File: src/rtl/exception_unit.sv
// Trap/return sequencer driving the CP0 write strobes and fetch redirect.
// Optional external interrupt source enabled by defining EXC_EXT_INT_EN.
module exception_unit #(
   parameter logic [31:0] VECTOR = 32'h0000_0004
) (
   input  logic        clk,
   input  logic        rst,
   input  logic        syscall,
   input  logic        brk,
   input  logic        teq,
   input  logic        eret,
`ifdef EXC_EXT_INT_EN
   input  logic        int_req,
`endif
   input  logic [31:0] inst_pc,
   input  logic [31:0] status,
   input  logic [31:0] epc,
   output logic        exception,
   output logic        wepc,
   output logic        wcau,
   output logic        wsta,
   output logic [31:0] pc,
   output logic [31:0] cause,
   output logic        stall,
   output logic        redirect,
   output logic [31:0] redirect_pc,
   output logic [2:0]  fsm_state
);

   typedef enum logic [2:0] {
      S_IDLE    = 3'd0,
      S_SAVE    = 3'd1,
      S_JUMP    = 3'd2,
      S_RESTORE = 3'd3,
      S_RETURN  = 3'd4
   } state_t;

   state_t      state, next_state;
   logic [31:0] pc_q;
   logic [4:0]  code_q;
   logic        take_trap;
   logic        take_eret;
   logic [4:0]  trap_code;
   logic        unused_status;

   // Masked traps do not compete: the highest enabled request wins.
   always_comb begin
      take_trap = 1'b0;
      take_eret = 1'b0;
      trap_code = 5'b00000;
      if (state == S_IDLE && !rst) begin
         if (syscall && status[0] && status[1]) begin
            take_trap = 1'b1;
            trap_code = 5'b01000;
         end else if (brk && status[0] && status[2]) begin
            take_trap = 1'b1;
            trap_code = 5'b01001;
         end else if (teq && status[0] && status[3]) begin
            take_trap = 1'b1;
            trap_code = 5'b01101;
         end else if (eret) begin
            take_eret = 1'b1;
`ifdef EXC_EXT_INT_EN
         end else if (int_req && status[0] && status[4]) begin
            take_trap = 1'b1;
            trap_code = 5'b00000;
`endif
         end
      end
   end

`ifdef EXC_EXT_INT_EN
   assign unused_status = ^status[31:5];
`else
   assign unused_status = ^status[31:4];
`endif

   always_ff @(posedge clk) begin
      if (rst) begin
         state  <= S_IDLE;
         pc_q   <= 32'h0;
         code_q <= 5'b00000;
      end else begin
         state <= next_state;
         if (take_trap) begin
            pc_q   <= inst_pc;
            code_q <= trap_code;
         end
      end
   end

   always_comb begin
      next_state = state;
      case (state)
         S_IDLE: begin
            if (take_trap)      next_state = S_SAVE;
            else if (take_eret) next_state = S_RESTORE;
         end
         S_SAVE:    next_state = S_JUMP;
         S_JUMP:    next_state = S_IDLE;
         S_RESTORE: next_state = S_RETURN;
         S_RETURN:  next_state = S_IDLE;
         default:   next_state = S_IDLE;
      endcase
   end

   always_comb begin
      exception   = (state == S_SAVE);
      wepc        = (state == S_SAVE);
      wcau        = (state == S_SAVE);
      wsta        = (state == S_SAVE) || (state == S_RESTORE);
      stall       = (state == S_SAVE) || (state == S_RESTORE) || take_trap || take_eret;
      redirect    = (state == S_JUMP) || (state == S_RETURN);
      redirect_pc = 32'h0;
      if (state == S_JUMP)
         redirect_pc = VECTOR;
      else if (state == S_RETURN)
         redirect_pc = epc;
   end

   assign pc        = pc_q;
   assign cause     = {25'b0, code_q, 2'b00};
   assign fsm_state = state;

endmodule

File: config.mk
export PLATFORM = sky130hd
export DESIGN_NAME = exception_unit
export DESIGN_NICKNAME = d
export VERILOG_FILES = /design/src/rtl/exception_unit.sv
export SDC_FILE = /design/constraint.sdc
export NUM_CORES = 1
export LEC_CHECK = 0
export BUFFER_PORTS_ARGS = -buffer_cell sky130_fd_sc_hd__buf_2
export CAP_MARGIN = 20
export CORE_AREA = 2 2 79 81
export CTS_BUF_LIST = sky130_fd_sc_hd__clkbuf_8 sky130_fd_sc_hd__clkbuf_16
export DETAILED_ROUTE_END_ITERATION = 10
export DIE_AREA = 0 0 81 83
export PLACE_DENSITY = 0.81
export SETUP_SLACK_MARGIN = 0.5
export SYNTH_ARGS = -nofsm -noshare
export SYNTH_HDL_FRONTEND = slang
export SYNTH_SLANG_ARGS = --single-unit
File: constraint.sdc
create_clock -name clk -period 5.95 [get_ports clk]
set_input_delay 0.2975 -clock clk [delete_from_list [all_inputs] [get_ports clk]]
set_output_delay 0.2975 -clock clk [all_outputs]
set_load 0.03 [all_outputs]
Word level (Yosys, flattened, before mapping) --
Index checks and enable logic that the tools add are counted.
Storage, ports and cells: register bits 40, output and inout port bits 105, logic and storage cells 39
Cells by class: equality and inequality tests 5, multiplexer cells 18, reductions and logical operators 13
Operator list (number):
- $mux W32 | 2
- $mux W4 | 4
- $mux W1 | 9
- $pmux W3 S3 | 1
- $logic_and A1 B1 Y1 | 7
- $eq A3 B2 Y1 const B | 2
- $mux W3 | 2
- $logic_or A1 B1 Y1 | 4
- $eq A3 B1 Y1 const B | 1
- $eq A3 B3 Y1 const B | 1
- $logic_not A3 Y1 | 1
- $ne A3 B3 Y1 const B | 1
- $logic_not A1 Y1 | 1

Depth between registers and ports, before layout --
depth after elaboration 9, depth in mapped cells 5, mapped depth without buffers 3

Worst setup path before layout --
No wires, ideal clock.
kind flip-flop to output port, start register state[2] (netlist: fsm_state[2]), end output port stall, arrival 1.970 ns, slack 3.682 ns, stages on the path, launching flop included 6, path buffers 2, path through dfxtp_1 or4_4 or3_1 buf_6 buf_6 o211ai_1
On the way: longest elaborated chain between the ends 5
RTL lines:
- start, declared | line 38 | state_t state, next_state;
- start signal, assigned | line 84 | state <= next_state;
- $logic_not A3 Y1 | line 51 | if (state == S_IDLE && !rst) begin
- $logic_and A1 B1 Y1 | line 51
- $mux W1 | line 51
- $logic_or A1 B1 Y1 | line 112 | stall = (state == S_SAVE) || (state == S_RESTORE) || take_trap || take_eret;
- $logic_or A1 B1 Y1 (*) | line 112
- end, declared | line 24 | output logic stall,
Mark *: on every way between the ends. The rest lies on a longest branch, timed or not.

Worst setup path after layout --
Same ends and word-level chain as after synthesis.

==> reports/summary.txt <==
========================================================================================================
Result of the run ......................................................................... complete, no violations
Sink count of the clock tree ..............................................................           38
Worst clock skew ..........................................................................   0.00660 ns
Initial DRT Pass Iterations ...............................................................            4
Endpoint type of the worst setup path ..................................................... primary output
DP HPWL ...................................................................................      3.78 mm
DRT iter0 DRCs ............................................................................           40
Synth-to-Final Area Change ................................................................        37.8%
Post-CTS setup buffer count ...............................................................            0
Fill cell instance count of the final layout ..............................................          562
Via count .................................................................................         1788
Worst Setup Path Type .....................................................................      reg2out
Count of yosys warnings during synthesis ..................................................            0
Pre-CTS worst setup slack .................................................................      3.04 ns
RSZ-0062 raised after global routing ......................................................        false
Total power ...............................................................................     0.741 mW
Post-CTS Resized ..........................................................................            0
Total track usage .........................................................................        14.0%
Launching element type of the critical path ...............................................     register
Pin count of the biggest net entering global routing ......................................           40
RD Place Congestion .......................................................................        0.672
Post-CTS clock slew at the launch and capture registers of the worst setup and hold paths .      0.08 ns
Headroom to the max-slew limit ............................................................        31.7%
Number of max-slew violations in the final report .........................................            0
Maximum resistive drop on vdd .............................................................     0.117 mV
Final critical-path share of the clock period .............................................        49.1%
Largest area contributor in the synthesized netlist ....................................... sky130_fd_sc_hd__dfxtp_1
H-Tree Level Count ........................................................................            2
Hold Fails Final Rpt ......................................................................            0
Routed len/inst ...........................................................................      11.6 µm
Fin worst setup slack .....................................................................      3.03 ns
Power density over cell area ..............................................................   254 nW/µm²
Number of distinct library cell variants in the gate-level netlist after synthesis ........           27
Final wirelength ..........................................................................      4.93 mm
Root buf cell ............................................................................. sky130_fd_sc_hd__clkbuf_8
Area post-placement .......................................................................     2770 µm²
Core Area .................................................................................     5820 µm²
Number of rows created at floorplan .......................................................           28
Initial Util ..............................................................................        36.5%
Final period demand of the worst path .....................................................      2.92 ns
Total congestion overflow .................................................................            0
Buffer depth of the longest clock path ....................................................            2
Number of nets in the finished design .....................................................          452
Clock latency of the later-clocked register in the worst-skew pair ........................      0.28 ns
Highest fanout seen on the critical path ..................................................           35
Layout cells sized above 1 ................................................................        55.0%
Post-route core utilization ...............................................................        50.2%
Die span in y .............................................................................        83 µm
First-pass GRT wire length ................................................................      7.56 mm
Boundary Pins .............................................................................          207
Die width .................................................................................        81 µm
Number of hold buffers added after cts ....................................................            0
Setup TNS Final ...........................................................................         0 ns
Remaining antenna violation count after routing ...........................................            0
CP Data Required Time .....................................................................      5.65 ns
CTS tree ..................................................................................          yes
Setup-failing EPs final ...................................................................            0
Sequential element share of the synthesized area ..........................................        35.9%
Fmax ......................................................................................      342 MHz
Design area ...............................................................................     2920 µm²
Mean Syn Cell Area ........................................................................     10.2 µm²
Reported leakage power ....................................................................      1.70 nW
Worst slew pin tran .......................................................................      1.02 ns
ANT cells .................................................................................            0
Synthesized instance count ................................................................          207
Port buffer count .........................................................................          149
CP Data Arrival Time ......................................................................      2.63 ns
Total standard cell area after synthesis ..................................................     2120 µm²
Initial antenna violation count ...........................................................            0
Kind of path behind the tightest hold check ...............................................       in2reg
DIE AREA ..................................................................................     6720 µm²
Average vias per placed instance ..........................................................         4.20
Flops & latches, synth ....................................................................           38
TritonCTS buffer count ....................................................................            5
Area share of the largest cell type after synthesis .......................................        35.9%
Count of unresolved DRC violations after routing ..........................................            0
Number of global-route vias before repair .................................................         1595
Max-cap check violation count .............................................................            0
Cell types with the largest area share after synthesis .................................... sky130_fd_sc_hd__dfxtp_1, sky130_fd_sc_hd__mux2_4, sky130_fd_sc_hd__buf_4
========================================================================================================
[cells by family (layout without fill, tap and decap cells)]
family                 count (synthesis)  in the layout  share of synthesized area [%]
flip-flops                            38             38                           35.9
other                                  1             29                          0.177
buffers and inverters                 47            163                           15.2
AND/OR/NAND/NOR                       75             75                           22.4
multiplexers                          32             32                           21.8
AO/OA/AOI/OAI                         14             14                           4.60
[layout by cell type, fill, tap and decap left out, types with 2 or more instances in the layout]
| master | n |
|---|---|
| sky130_fd_sc_hd__a21oi_1 | 3 |
| sky130_fd_sc_hd__a22o_1 | 2 |
| sky130_fd_sc_hd__and2_1 | 31 |
| sky130_fd_sc_hd__buf_2 | 149 |
| sky130_fd_sc_hd__bufinv_16 | 2 |
| sky130_fd_sc_hd__clkbuf_8 | 6 |
| sky130_fd_sc_hd__conb_1 | 29 |
| sky130_fd_sc_hd__dfxtp_1 | 38 |
| sky130_fd_sc_hd__inv_1 | 5 |
| sky130_fd_sc_hd__mux2_2 | 5 |
| sky130_fd_sc_hd__mux2_4 | 27 |
| sky130_fd_sc_hd__nand2b_1 | 2 |
| sky130_fd_sc_hd__nor2_1 | 2 |
| sky130_fd_sc_hd__nor2b_1 | 33 |
| sky130_fd_sc_hd__o21ai_0 | 3 |
[metrics by stage]
stage	hold WS, ns	std cells
after floorplan	0.408	235
after global placement	0.459	417
after detailed placement	0.467	417
after CTS	0.226	425
after global routing	0.223	426
final	0.239	426
[registers in the layout, indices dropped and copies added, names as in the netlist]
name       count
code_q         3
fsm_state      3
pc            32
[area by class of cell]
cell class                 instances  area, µm²  share of cell area, %
timing repair buffer             150        757                   25.9
clock inverter                     2       60.1                   2.06
inverter                           5       18.8                  0.642
tap                               75       93.8                   3.21
multi-input combinational        150       1150                   39.3
clock buffer                       6       82.6                   2.83
sequential                        38        761                   26.0
[critical path, cell delays in order (launching register included)]
cell and delay [ns]:
sky130_fd_sc_hd__dfxtp_1 0.38, sky130_fd_sc_hd__or4_4 0.58, sky130_fd_sc_hd__or3_2 0.90, sky130_fd_sc_hd__o211ai_1 0.25, sky130_fd_sc_hd__buf_2 0.23
[power by group]
| group | leakage, nW | switching (mW) | total [mW] | internal (mW) |
|---|---|---|---|---|
| Combinational | 1.32 | 0.119 | 0.190 | 0.0707 |
| Clock | 0.0714 | 0.0882 | 0.267 | 0.179 |
| Sequential | 0.310 | 0.0110 | 0.284 | 0.273 |
| Total | 1.70 | 0.218 | 0.741 | 0.522 |
[worst paths after layout]
kind / slack (ns) / cells after the start / startpoint / endpoint
setup / recovery: 3.03 / 4 / fsm_state[2] / stall
hold / removal: 0.24 / 2 / inst_pc[20] / pc[20]
setup reg to reg: 3.49 / 3 / fsm_state[2] / pc[27]
hold reg to reg: 0.47 / 2 / code_q[3] / code_q[3]
[synthesized netlist by cell type, drive strengths merged]
library cell and number:
a311oi 1, a222oi 1, a21oi 3, nor3b 2, dfxtp 38, o211ai 1
o21ai 3, a2111oi 1, nand3b 1, and2 31, nor2b 33, or2b 1
a31oi 1, or4 1, buf 35, mux2 32, a22o 2, a41oi 1
clkbuf 7, nor4 1, nand2b 2, nor2 2, inv 5, or3 1
conb 1
[metal layers]
layer  vias up  wire, µm  track usage (%)
met4         0        27             3.24
met3         2       321             3.15
li1        903         -                -
met1       794      2120             17.1
met5         -         0                0
met2        89      2460             24.4
Power figures use the tool's default switching activity.
